**config.mk**
```make
export PLATFORM = sky130hd
export DESIGN_NAME = array_ctrl
export DESIGN_NICKNAME = d
export VERILOG_FILES = /design/src/rtl/array_pkg.sv /design/src/rtl/lane_window.sv /design/src/rtl/array_ctrl.sv
export SDC_FILE = /design/constraint.sdc
export NUM_CORES = 1
export LEC_CHECK = 0
export CAP_MARGIN = 20
export CORE_AREA = 2 2 227 184
export DETAILED_ROUTE_END_ITERATION = 8
export DIE_AREA = 0 0 229 186
export GPL_TIMING_DRIVEN = 1
export HOLD_SLACK_MARGIN = 0.02
export PLACE_DENSITY = 0.68
export SLEW_MARGIN = 5
export SYNTH_ARGS = -nofsm -noshare
export SYNTH_HDL_FRONTEND = slang
export SYNTH_HIERARCHICAL = 1
export SYNTH_SLANG_ARGS = --single-unit
```
**constraint.sdc**
```tcl
create_clock -name clk -period 8.6 [get_ports clk]
set_input_delay 1.72 -clock clk [delete_from_list [all_inputs] [get_ports clk]]
set_output_delay 1.72 -clock clk [all_outputs]
set_load 0.01 [all_outputs]
```
**src/rtl/array_pkg.sv**
```systemverilog
// Shared types and default geometry for the systolic-array sequencer.
package array_pkg;

   localparam int DEF_HEIGHT = 12;
   localparam int DEF_WIDTH  = 14;
   localparam int DEF_CWIDTH = 16;

   typedef enum logic [2:0] {
      IDLE   = 3'd0,
      CLEAR  = 3'd1,
      WLOAD  = 3'd2,
      STREAM = 3'd3,
      DONE   = 3'd4
   } state_e;

   typedef logic [DEF_CWIDTH-1:0] cnt_t;

endpackage

```
**src/rtl/lane_window.sv**
```systemverilog
// One lane's activity window: high while OFFSET <= t < OFFSET+n_vec.
module lane_window #(
   parameter int CWIDTH = array_pkg::DEF_CWIDTH,
   parameter int OFFSET = 0
) (
   input  logic [CWIDTH:0]   t,
   input  logic [CWIDTH-1:0] n_vec,
   output logic              hit
);

   // One extra bit of headroom so OFFSET+n_vec never wraps.
   logic [CWIDTH+1:0] w_t;
   logic [CWIDTH+1:0] w_lo;
   logic [CWIDTH+1:0] w_hi;

   assign w_t  = {1'b0, t};
   assign w_lo = (CWIDTH+2)'(OFFSET);
   assign w_hi = w_lo + {2'b00, n_vec};
   assign hit  = (w_t >= w_lo) && (w_t < w_hi);

endmodule

```
**src/rtl/array_ctrl.sv**
```systemverilog
// Sequencer for a HEIGHT x WIDTH weight-stationary systolic array.
// Optional ARRAY_CTRL_STALL_EN adds a stall input that freezes WLOAD/STREAM.
module array_ctrl
   import array_pkg::*;
#(
   parameter int HEIGHT = DEF_HEIGHT,
   parameter int WIDTH  = DEF_WIDTH,
   parameter int CWIDTH = DEF_CWIDTH
) (
   input  logic              clk,
   input  logic              rst_n,
   input  logic              start,
   input  logic [CWIDTH-1:0] n_vec,
   input  logic              abort,
`ifdef ARRAY_CTRL_STALL_EN
   input  logic              stall,
`endif
   output logic              busy,
   output logic              done,
   output logic              wght_rdy,
   output logic              ifm_rdy,
   output logic              ofm_vld,
   output logic [HEIGHT-1:0] en_i,
   output logic [HEIGHT-1:0] clr_i,
   output logic [WIDTH-1:0]  en_w,
   output logic [WIDTH-1:0]  clr_w,
   output logic [WIDTH-1:0]  en_o,
   output logic [WIDTH-1:0]  clr_o
);

   state_e            r_state;
   logic [CWIDTH:0]   r_cnt;
   logic [CWIDTH-1:0] r_nvec;

   logic              w_stall;
   logic [CWIDTH:0]   w_last;
   logic              w_clr;
   logic              w_wld;
   logic              w_str;
   logic [HEIGHT-1:0] w_hit_i;
   logic [WIDTH-1:0]  w_hit_o;

`ifdef ARRAY_CTRL_STALL_EN
   assign w_stall = stall && ((r_state == WLOAD) || (r_state == STREAM));
`else
   assign w_stall = 1'b0;
`endif

   // Final STREAM index: L-1 = n_vec + HEIGHT + WIDTH - 2.
   assign w_last = {1'b0, r_nvec} + (CWIDTH+1)'(HEIGHT + WIDTH - 2);

   always_ff @(posedge clk or negedge rst_n) begin
      if (!rst_n) begin
         r_state <= IDLE;
         r_cnt   <= '0;
         r_nvec  <= '0;
      end else if (abort) begin
         r_state <= IDLE;
         r_cnt   <= '0;
      end else begin
         unique case (r_state)
            IDLE: begin
               r_cnt <= '0;
               if (start) begin
                  if (n_vec != '0) begin
                     r_state <= CLEAR;
                     r_nvec  <= n_vec;
                  end else begin
                     r_state <= DONE;
                  end
               end
            end
            CLEAR: begin
               r_state <= WLOAD;
               r_cnt   <= '0;
            end
            WLOAD: begin
               if (!w_stall) begin
                  if (r_cnt == (CWIDTH+1)'(HEIGHT - 1)) begin
                     r_state <= STREAM;
                     r_cnt   <= '0;
                  end else begin
                     r_cnt <= r_cnt + 1'b1;
                  end
               end
            end
            STREAM: begin
               if (!w_stall) begin
                  if (r_cnt == w_last) begin
                     r_state <= DONE;
                     r_cnt   <= '0;
                  end else begin
                     r_cnt <= r_cnt + 1'b1;
                  end
               end
            end
            DONE: begin
               r_state <= IDLE;
               r_cnt   <= '0;
            end
            default: begin
               r_state <= IDLE;
               r_cnt   <= '0;
            end
         endcase
      end
   end

   // Row h sees vector j at t = h + j; column w drains it HEIGHT cycles later.
   for (genvar h = 0; h < HEIGHT; h++) begin : g_row
      lane_window #(.CWIDTH(CWIDTH), .OFFSET(h)) u_win (
         .t     (r_cnt),
         .n_vec (r_nvec),
         .hit   (w_hit_i[h])
      );
   end

   for (genvar w = 0; w < WIDTH; w++) begin : g_col
      lane_window #(.CWIDTH(CWIDTH), .OFFSET(w + HEIGHT)) u_win (
         .t     (r_cnt),
         .n_vec (r_nvec),
         .hit   (w_hit_o[w])
      );
   end

   assign w_clr = (r_state == CLEAR);
   assign w_wld = (r_state == WLOAD)  && !w_stall;
   assign w_str = (r_state == STREAM) && !w_stall;

   assign busy     = (r_state == CLEAR) || (r_state == WLOAD) || (r_state == STREAM);
   assign done     = (r_state == DONE);
   assign clr_i    = {HEIGHT{w_clr}};
   assign clr_w    = {WIDTH{w_clr}};
   assign clr_o    = {WIDTH{w_clr}};
   assign en_w     = {WIDTH{w_wld}};
   assign wght_rdy = w_wld;
   assign en_i     = w_hit_i & {HEIGHT{w_str}};
   assign en_o     = w_hit_o & {WIDTH{w_str}};
   assign ifm_rdy  = w_str && (r_cnt < {1'b0, r_nvec});
   assign ofm_vld  = |en_o;

endmodule

```
# Word-level counts from Yosys, hierarchy flattened
# Cells that the tools add are included.
dict set report word_totals {
  reg_bits 36
  latch_bits 0
  ram_bits 0
  rom_bits 0
  inputBits 20
  out_inout_bits 85
  elab_cells 139
  n_memories 0
}
dict set report op_classes {
  n_addsub 27
  mul 0
  div 0
  magnitude_cmp 53
  eq_ne 9
  shift 0
  muxes 10
  bitwise 3
  reduce_logical 34
}
# cell count
set ops {}
lappend ops {{$lt 17x18->1} 25}
lappend ops {{$add 5x16->17 const A} 10}
lappend ops {{$ge 17x5->1 const B} 10}
lappend ops {{$add 4x16->17 const A} 8}
lappend ops {{$ge 17x4->1 const B} 8}
lappend ops {{$add 3x16->17 const A} 4}
lappend ops {{$ge 17x3->1 const B} 4}
lappend ops {{$mux 17} 3}
lappend ops {{$add 2x16->17 const A} 2}
lappend ops {{$ge 17x1->1 const B} 2}
lappend ops {{$ge 17x2->1 const B} 2}
lappend ops {{$lt 17x16->1} 2}
lappend ops {{$pmux 17 s2} 1}
lappend ops {{$logic_and 1x1->1} 27}
lappend ops {{$add 1x16->17 const A} 1}
lappend ops {{$add 16x5->17 const B} 1}
lappend ops {{$add 17x1->17 const B} 1}
lappend ops {{$eq 17x17->1} 1}
lappend ops {{$eq 17x4->1 const B} 1}
lappend ops {{$reduce_bool 16->1} 1}
lappend ops {{$mux 3} 5}
lappend ops {{$and 14x14->14} 1}
lappend ops {{$reduce_or 14->1} 1}
lappend ops {{$and 12x12->12} 1}
lappend ops {{other kinds (11)} 14}

# Depth between registers and ports, before layout
# Gate-level depths: netlist of the first run.
dict set report depth {
  word_depth 5
  depth_mapped 16
}

# Cells and area by module
# The synthesis of the first run kept the hierarchy.
# mod n_inst cells_each area_each_um2
set by_module_without_submodules {}
lappend by_module_without_submodules {array_ctrl 1 435 3617.2}
lappend by_module_without_submodules {{lane_window (g_col[11].u_win)} 1 83 706.9}
lappend by_module_without_submodules {{lane_window (g_row[11].u_win)} 1 90 675.6}
lappend by_module_without_submodules {{lane_window (g_row[9].u_win)} 1 85 669.4}
lappend by_module_without_submodules {{lane_window (g_row[5].u_win)} 1 83 668.1}
lappend by_module_without_submodules {{lane_window (g_col[9].u_win)} 1 85 665.6}
lappend by_module_without_submodules {{lane_window (g_col[7].u_win)} 1 84 664.4}
lappend by_module_without_submodules {{lane_window (g_row[3].u_win)} 1 83 663.1}
lappend by_module_without_submodules {{lane_window (g_col[3].u_win)} 1 81 660.6}
lappend by_module_without_submodules {{lane_window (g_row[7].u_win)} 1 85 658.1}
lappend by_module_without_submodules {{lane_window (g_col[13].u_win)} 1 78 656.9}
lappend by_module_without_submodules {{lane_window (g_row[1].u_win)} 1 86 656.9}
lappend by_module_without_submodules {{lane_window (g_col[1].u_win)} 1 83 654.4}
lappend by_module_without_submodules {{lane_window (g_col[6].u_win)} 1 82 650.6}
lappend by_module_without_submodules {{+13 rows} - - -}

# Least setup slack after synthesis of the first run
# OpenSTA, ideal clock, no wires.
dict set report synth_path {
  path_type {reg2out}
  start {register r_nvec[5]}
  end {output port ofm_vld}
  t_arrival_ns 5.077
  t_required_ns 6.880
  setup_slack_ns 1.803
  path_stages_with_launch 13
  path_buffers 0
  cell_sequence {dfrtp_1 > nand2_1 > o21bai_4 > nor3_1 > xnor2_1 > ha_1 > nand4_1 > or4_1 > a21oi_2 > nor4_2 > and2_1 > nor4_1 > nand4_1}
}
dict set report synth_via {
  elab_chain_cells 5
  elab_cells_between_ends 44
  cone_classes {add/sub (14); order compare (14); bitwise (1); reduce/logical (15)}
}
# item line
set synth_rtl {}
lappend synth_rtl {{from (decl)} array_ctrl.sv:33} ;# logic [CWIDTH-1:0] r_nvec;
lappend synth_rtl {{from (signal assigned)} array_ctrl.sv:67} ;# r_nvec <= n_vec;
lappend synth_rtl {{$add 5x16->17} lane_window.sv:18} ;# assign w_hi = w_lo + {2'b00, n_vec};
lappend synth_rtl {{$lt 17x18->1} lane_window.sv:19} ;# assign hit = (w_t >= w_lo) && (w_t < w_hi);
lappend synth_rtl {{$logic_and 1x1->1} lane_window.sv:19}
lappend synth_rtl {{named net w_hit_o[11]} array_ctrl.sv:41} ;# logic [WIDTH-1:0] w_hit_o;
lappend synth_rtl {{$and 14x14->14} array_ctrl.sv:138} ;# assign en_o = w_hit_o & {WIDTH{w_str}};
lappend synth_rtl {{named net en_o[11]} array_ctrl.sv:27} ;# output logic [WIDTH-1:0] en_o,
lappend synth_rtl {{$reduce_or 14->1} array_ctrl.sv:140} ;# assign ofm_vld = |en_o;
lappend synth_rtl {{to (decl)} array_ctrl.sv:22} ;# output logic ofm_vld,
# The timed path passes the listed nets, and every way through them passes these cells.

# Final worst setup path of the first run
dict set report layout_path {
  start {register r_nvec[4]}
  end {output port ofm_vld}
}
dict set report layout_via {
  elab_chain_cells 5
  elab_cells_between_ends 44
  cone_classes {add/sub (14); order compare (14); bitwise (1); reduce/logical (15)}
}
# item line
set layout_rtl {}
lappend layout_rtl {{$add 5x16->17} lane_window.sv:18}
lappend layout_rtl {{$lt 17x18->1} lane_window.sv:19}
lappend layout_rtl {{$logic_and 1x1->1} lane_window.sv:19}
lappend layout_rtl {{named net w_hit_o[7]} array_ctrl.sv:41}
lappend layout_rtl {{$and 14x14->14} array_ctrl.sv:138}
lappend layout_rtl {{$reduce_or 14->1} array_ctrl.sv:140}
# The timed path passes the listed nets, and every way through them passes these cells.

==> results of run 1 <==
[power by group]
group | internal [uW] | switching, uW | leakage (uW)
Combinational | 1110 | 1610 | 0.00927
Sequential | 200 | 336 | 0.000422
Clock | 115 | 70.6 | 0.0000701
[cell families (layout without fill, tap and decap cells)]
family | after synthesis | count (layout) | synth area share
AND/OR/NAND/NOR | 965 | 965 | 0.280
AO/OA/AOI/OAI | 518 | 518 | 0.180
adder cells (fa/ha/maj) | 460 | 460 | 0.288
XOR/XNOR | 350 | 350 | 0.153
buffers and inverters | 180 | 278 | 0.0449
flip-flops | 36 | 36 | 0.0451
multiplexers | 16 | 16 | 0.00901
[state kept, by name, indices dropped and copies added (netlist names)]
register,cells
r_state,3
r_cnt,17
r_nvec,16
[final timing paths]
kind	start	endpoint	slack [ps]
max reg2reg	r_cnt[3]	r_cnt[11]	5060
min	r_state[0]	r_state[1]	660
max in group asynchronous	rst_n	r_nvec[5]	6350
min in group asynchronous	rst_n	r_state[0]	1870
max	r_nvec[4]	ofm_vld	2080
min reg2reg	r_state[0]	r_state[1]	660
[worst register-to-register path: stages (launching register included)]
cell       delay [ps]
dfrtp_2           820
buf_4             600
ha_1              350
nand4b_1          180
nor2_1            120
o2111a_1          190
o2111ai_1         180
nor3_4            660
o31ai_1           260
[stage by stage]
stage,utilization,area [um2],instances
5_1_grt,0.543,21900,3167
3_5_place_dp,0.540,21700,3159
6_report,0.543,21900,3167
4_1_cts,0.543,21900,3167
2_1_floorplan,-,20000,2525
3_3_place_gp,0.540,21700,3159
[routing by layer]
metal,vias to the layer above,share of wire,GRT usage
li1,9707,-,-
met2,812,0.46,0.522
met1,9833,0.44,0.403
met4,0,0.032,0.116
met3,151,0.067,0.0233
met5,-,0,0
[placed cells by master, fill, tap and decap left out, drive strengths merged, types with 23 or more instances in the layout]
cell and count:
ha 460, xor2 211, nand2 199, a21oi 178
nand3 163, xnor2 139, nor2 126, inv 104
clkdlybuf4s50 104, nand4 94, nor4 92, o21ai 79
and3 77, nor3 66, buf 62, a21o 55
and2 36, dfrtp 36, a211oi 29, o211ai 28
o21a 23, and4 23
[area by class of cell]
class                           instances  area, um2
Inverter                              104        390
Tap cell                              544        681
Fill cell                            3803      18400
Clock inverter                          1       7.51
Multi-Input combinational cell       2309      18200
Sequential cell                        36        970
Timing Repair Buffer                  166       1510
Clock buffer                            7        143
==> flow_summary.json, run 1 <==
{
  "cts.sinks": 36,
  "drv_cap": 0,
  "yosysWarnings": 6,
  "critPathLaunchType": "flop",
  "port_buffers": 104,
  "netlist_top_cells_area": "ha_1 29%, xor2_1 9.2%, xnor2_1 6.1%",
  "synth_top_cell_area_share": 0.288,
  "cpPeakStageDelay_ps": 1020,
  "drt_iter0_markers": 1884,
  "path_cells": "buf_4, inv_1, a211oi_2, nand3_1, xor2_1, ha_1, and3_1, nand4_1, a2111oi_2, a211oi_1, and2_1, nor4_1, nand4_1, clkdlybuf4s50_1",
  "yosysUniqueCellTypes": 102,
  "cp_max_fo": 61,
  "syn2layout_area_growth_pct": 9.54,
  "arrival_ps": 4800,
  "totalPowerFinal_uw": 3440,
  "rsz0062_at_grt": "false",
  "drcViolationCount": 0,
  "die_h_um": 186,
  "hp-class": "reg2reg",
  "gp_congestion": 0.879,
  "final_nets": 3102,
  "synth_top_cell_by_area": "ha_1",
  "path_clk_slew_ps": 60,
  "dieArea_um2": 42600,
  "crit_buf_inv": 3,
  "setup_tns_ps": 0,
  "die_w_um": 229,
  "synth_cells": 2525,
  "row_count": 66,
  "cts_tree": "yes",
  "outcome": "finished clean",
  "crit_top_cell": "nand4_1",
  "synth_nets": 3005,
  "cts_made_buffers": 5,
  "layout_setup_ws_ps": 2080,
  "avgSynthCellArea_um2": 7.92,
  "p_leak_uw": 0.00976,
  "via_per_inst": 6.47,
  "root_buffer": "clkbuf_16",
  "clock_latency_ps": 280,
  "htreeDepth": 2,
  "ff2ff_path_depth": 8,
  "worst_ep_required_time_ps": 6880,
  "crit_cells": 14,
  "place_hpwl_um": 44700,
  "grt_util_all_layers": 0.305,
  "hold_depth": 2,
  "synth-edff-count": 0,
  "slowest_stage": "dfrtp_4",
  "critPathKind": "reg2out",
  "powerDensity_nw_per_um2": 157,
  "drive_gt1_frac": 0.0961,
  "critPathCaptureType": "output port",
  "num_antenna_cells": 0,
  "synth_area_um2": 20000,
  "synth.most_common_cell": "ha_1",
  "io_pins": 105,
  "firstDrtPassIters": 6,
  "cts_resized": 0,
  "finalHoldViolations": 0,
  "drv_slew": 0,
  "clockBufferDepth": 2,
  "grt_max_degree": 63,
  "ys_ff_latch": 36,
  "cpLargestDelayFamily": "simple AND/OR/NAND/NOR gates",
  "postRouteAntennaNets": 0,
  "grt_first_pass_wirelength_um": 107000,
  "setup-violations-final": 0,
  "postCtsHoldBufs": 0,
  "async_flop_share": 1.00,
  "grt_pass1_vias": 20000,
  "fmax_ghz": 0.153,
  "ys.flop_type": "dfrtp_1",
  "period_minus_slack_ps": 6520,
  "post-place-ws_ps": 2410,
  "synth_commonest_cells": "460 x ha_1, 211 x xor2_1, 198 x nand2_1",
  "slew_headroom": 0.355,
  "coreArea_um2": 40300,
  "antenna_found_initial": 0,
  "wirelength_um": 67200,
  "post-route-period-util": 0.758,
  "irDropWorstVdd_mv": 0.127,
  "whs_ps": 663,
  "tightest_slew_ps": 964,
  "ys_seq_area_frac": 0.0451,
  "avgRoutedWirePerCell_um": 21.2,
  "num_vias": 20500,
  "initial_utilization": 0.496,
  "final.setup_skew_ps": 5.24,
  "grt_overflow": 0,
  "cts_setup_buffers": 0
}
Note: power is estimated with default switching activity, not from simulation.
==> run 2: changes to the inputs <==
clock period = 6.3 ns   (was 8.6 ns; I/O delays follow)
==> run 2 against run 1 <==
Net effect:
- clock skew shrank 3.1 ps
- sequential power grew 28%
- global-route usage grew 0.48 points
- via count grew 0.62%
- flip-flop and latch count is the same
- non-clock buffer count grew 19
- worst hold slack lost 18 ps
- critical path depth is the same
- count of clock-buffer cells in the layout shrank 2
- largest power group unchanged
- highest routed layer unchanged
==> flow_summary.json, run 2 (synthesis gave the netlist of run 1 again) <==
{
  "antenna_found_initial": 0,
  "cts_tree": "yes",
  "via_per_inst": 6.48,
  "r2r_start": "r_cnt[3]",
  "io_pins": 105,
  "setup-violations-final": 0,
  "critPathKind": "reg2out",
  "die_h_um": 186,
  "root_buffer": "clkbuf_16",
  "p_leak_uw": 0.00988,
  "drive_gt1_frac": 0.103,
  "final_cell_mix": "460 x ha_1, 211 x xor2_1, 198 x nand2_1",
  "coreArea_um2": 40300,
  "final.setup_skew_ps": 2.09,
  "min_to": "r_state[1]",
  "cp_max_fo": 42,
  "grt_first_pass_wirelength_um": 108000,
  "top_register": "r_cnt",
  "tightest_slew_ps": 1080,
  "setup_tns_ps": 0,
  "grt_pass1_vias": 20400,
  "firstDrtPassIters": 6,
  "grt_util_all_layers": 0.310,
  "cts_setup_buffers": 0,
  "largest_reg_flops": 17,
  "num_vias": 20600,
  "cts_made_buffers": 5,
  "critPathCaptureType": "output port",
  "dieArea_um2": 42600,
  "wirelength_um": 67900,
  "post_dp_cell_area_um2": 21900,
  "clockBufferDepth": 2,
  "fmax_ghz": 0.166,
  "drcViolationCount": 0,
  "grt_overflow": 0,
  "powerDensity_nw_per_um2": 216,
  "irDropWorstVdd_mv": 0.165,
  "post-route-period-util": 0.955,
  "path_clk_slew_ps": 60,
  "critPathLaunchType": "flop",
  "clock_latency_ps": 280,
  "drv_cap": 0,
  "rsz0062_at_grt": "false",
  "postCtsHoldBufs": 0,
  "final_common_cell": "ha_1",
  "drv_slew": 0,
  "die_w_um": 229,
  "htreeDepth": 2,
  "r2r_slack_ps": 2910,
  "num_antenna_cells": 0,
  "row_count": 66,
  "syn2layout_area_growth_pct": 10.6,
  "arrival_ps": 4750,
  "initial_utilization": 0.496,
  "finalHoldViolations": 0,
  "cts_resized": 0,
  "hold_start": "r_state[0]",
  "grt_max_degree": 44,
  "ff2ff_path_depth": 7,
  "port_buffers": 104,
  "avgRoutedWirePerCell_um": 21.3,
  "slew_headroom": 0.278,
  "utilization": 0.549,
  "totalPowerFinal_uw": 4780,
  "cts.sinks": 36,
  "final_nets": 3121,
  "worstReg2RegEnd": "r_cnt[11]",
  "period_minus_slack_ps": 6010,
  "gp_congestion": 0.900,
  "drt_iter0_markers": 1791,
  "hp-class": "reg2reg",
  "worst_ep_required_time_ps": 5040,
  "postRouteAntennaNets": 0,
  "final_cell_area_um2": 22100,
  "place_hpwl_um": 46200,
  "reg_top3": "r_cnt (17), r_nvec (16), r_state (3)",
  "outcome": "finished clean",
  "hold_depth": 2
}
[run 2: where the power goes]
part / leakage, uW / internal (uW) / switching [uW] / total (uW)
logic: 0.00938 / 1550 / 2260 / 3810
clock network: 0.0000798 / 186 / 99.8 / 286
registers: 0.000422 / 276 / 409 / 685
[run 2: metrics by stage]
| step | hold WS (ps) | worst slack (ps) | std cells |
|---|---|---|---|
| 5_1_grt | 706 | 62.0 | 3186 |
| 2_1_floorplan | 588 | 60.2 | 2525 |
| 3_3_place_gp | 637 | 762 | 3178 |
| 4_1_cts | 642 | 352 | 3186 |
| 3_5_place_dp | 628 | 654 | 3178 |
| 6_report | 645 | 286 | 3186 |
[run 2: critical path, cell delays in order, from the launching register on]
cell and delay (ps):
dfrtp_4 710, buf_4 540, a31oi_1 220, nor2_1 280, nand2_1 110, xor2_1 160, ha_1 330, and4_1 200
nor4b_2 190, a221oi_1 130, o21a_1 190, and2_1 140, nor4_1 480, nand4_1 240, clkdlybuf4s50_1 530
[run 2: layout make-up]
| type | instances | area, um2 |
|---|---|---|
| timing repair buffer | 185 | 1700 |
| fill | 3822 | 18200 |
| clock buffer | 5 | 125 |
| sequential | 36 | 972 |
| inverter | 104 | 390 |
| multi-input combinational | 2309 | 18200 |
| tap | 544 | 681 |
| clock inverter | 3 | 42.5 |
[run 2: worst max path at each step]
stage,cells after the start,start,slack (ps),to
floorplan,13,r_nvec[4],60,ofm_vld
global placement,14,r_nvec[2],760,ofm_vld
detailed placement,14,r_nvec[2],650,ofm_vld
CTS,14,r_nvec[2],350,ofm_vld
global route,14,r_nvec[2],60,ofm_vld
finish,14,r_nvec[2],290,ofm_vld
[run 2: layer usage]
layer / routed length (um) / vias up / global-route usage
li1: - / 9757 / -
met1: 29200 / 9782 / 0.399
met2: 31000 / 895 / 0.529
met3: 5390 / 196 / 0.0375
met4: 2380 / 0 / 0.124
met5: 0 / - / 0
==> run 3: changes to the inputs <==
CORE_AREA = 2 2 145 288   (was 2 2 227 184)
DIE_AREA = 0 0 147 290   (was 0 0 229 186)
TNS_END_PERCENT = 1   (was default)
==> run 3 against run 2 <==
Net effect:
- maximum frequency decreased by 1.4%
- combinational power is 2% higher
- setup slack got worse by 86 ps
- die area about the same
- clock power up 5%
- global-route usage grew 1.3 points
- critical path depth grew 3
- sequential share of layout area is essentially flat
- clock skew up 6.0 ps
- utilization up 0.29 points
- total power grew 1.1%
==> flow_summary.json, run 3 (synthesis gave the netlist of run 1 again) <==
{
  "htreeDepth": 2,
  "critPathKind": "reg2out",
  "wirelength_um": 71300,
  "worst_ep_required_time_ps": 5040,
  "drv_cap": 0,
  "p_clk_frac": 0.062,
  "grt_max_degree": 48,
  "final.setup_skew_ps": 8.06,
  "grt_pass1_vias": 21600,
  "grt_util_all_layers": 0.323,
  "period_minus_slack_ps": 6100,
  "fmax_ghz": 0.164,
  "postRouteAntennaNets": 0,
  "post-route-period-util": 0.968,
  "drcViolationCount": 0,
  "arrival_ps": 4840,
  "avgRoutedWirePerCell_um": 22.3,
  "cp_max_fo": 21,
  "antenna_found_initial": 0,
  "cts.sinks": 36,
  "seq_power_share": 0.132,
  "p_leak_uw": 0.00997,
  "num_vias": 21300,
  "setup_tns_ps": 0,
  "root_buffer": "clkbuf_16",
  "io_pins": 105,
  "powerDensity_nw_per_um2": 217,
  "critPathCaptureType": "output port",
  "top_register": "r_cnt",
  "slew_headroom": 0.269,
  "path_clk_slew_ps": 60,
  "reg_top3": "r_cnt (17), r_nvec (16), r_state (3)",
  "largest_reg_flops": 17,
  "die_w_um": 147,
  "rsz0062_at_grt": "false",
  "cts_tree": "yes",
  "row_count": 104,
  "postCtsHoldBufs": 0,
  "critPathLaunchType": "flop",
  "clockBufferDepth": 2,
  "via_per_inst": 6.68,
  "setup-violations-final": 0,
  "cts_setup_buffers": 0,
  "clock_latency_ps": 290,
  "cts_made_buffers": 5,
  "tightest_slew_ps": 1100,
  "drv_slew": 0,
  "initial_utilization": 0.496,
  "final_cells": 3190,
  "fillers": 3863,
  "final_cell_mix": "460 x ha_1, 211 x xor2_1, 198 x nand2_1",
  "hp-class": "reg2reg",
  "drive_gt1_frac": 0.109,
  "irDropWorstVdd_mv": 0.298,
  "coreArea_um2": 40300,
  "drt_iter0_markers": 1378,
  "layout_setup_ws_ps": 200,
  "cts_resized": 0,
  "dieArea_um2": 42600,
  "outcome": "finished clean",
  "die_h_um": 290,
  "switching_share": 0.580,
  "post-place-ws_ps": 789,
  "syn2layout_area_growth_pct": 11.3,
  "place_hpwl_um": 49900,
  "p_int_uw": 2030,
  "gp_congestion": 0.898,
  "pwr-share-comb": 0.806,
  "firstDrtPassIters": 8,
  "post-place-cells": 3181,
  "final_nets": 3138,
  "grt_first_pass_wirelength_um": 113000,
  "final_common_cell": "ha_1",
  "grt_overflow": 0,
  "finalHoldViolations": 0,
  "switchingPower_uw": 2810,
  "port_buffers": 104
}
run 3: worst paths after layout:
| path | from | endpoint | slack [ps] | depth (start not counted) |
|---|---|---|---|---|
| min in group asynchronous | rst_n | r_nvec[8] | 1400 | 2 |
| hold / removal | r_state[0] | r_state[1] | 670 | 2 |
| setup / recovery | r_nvec[2] | ofm_vld | 200 | 17 |
| setup reg to reg | r_nvec[4] | r_state[0] | 3000 | 8 |
| hold reg to reg | r_state[0] | r_state[1] | 670 | 2 |
| max in group asynchronous | rst_n | r_nvec[2] | 4520 | 2 |
run 3: through the flow:
stage                     total power (uW)  hold slack (ps)  utilization  instance area [um2]
after floorplan                       3370              588            -                20000
after global placement                4320              642        0.547                22100
after detailed placement              4470              643        0.547                22100
after CTS                             4790              664        0.551                22200
after global routing                  5280              729        0.551                22200
final                                 4840              668        0.552                22200
run 3: worst max-delay path, stage by stage (launching register included):
cell	delay (ps)
dfrtp_4	620
inv_1	80
ha_1	210
nand2b_1	90
and3_1	190
nor2b_1	240
nand2_1	120
xor2_1	160
ha_1	330
nand3_1	100
nor2_1	130
nand3_1	100
a2111oi_0	470
nor4_1	130
and2_1	170
nor4_1	660
nand4_1	180
clkdlybuf4s50_1	550
run 3: cell type report:
class / instances / area (um2) / share of cell area
inverters: 104 / 390 / 0.0175
flip-flops and latches: 36 / 970 / 0.0436
repair buffers: 202 / 1850 / 0.0832
well taps: 530 / 663 / 0.0298
multi-input cells: 2309 / 18200 / 0.818
diodes: 1 / 2.50 / 0.000112
clock buffers: 5 / 125 / 0.00562
clock inverters: 3 / 46.3 / 0.00208
run 3: routing by layer:
layer	track usage	part of all wire
met3	0.0410	0.066
met4	0.185	0.066
met2	0.579	0.49
met5	0	0
met1	0.365	0.38
run 3: power by group through the flow:
stage / combinational [uW] / clock, uW / sequential (uW)
after floorplan: 2510 / 0 / 862
after global placement: 3700 / 0 / 618
after detailed placement: 3850 / 0 / 622
after CTS: 3870 / 304 / 617
after global routing: 4330 / 312 / 639
final: 3900 / 299 / 639
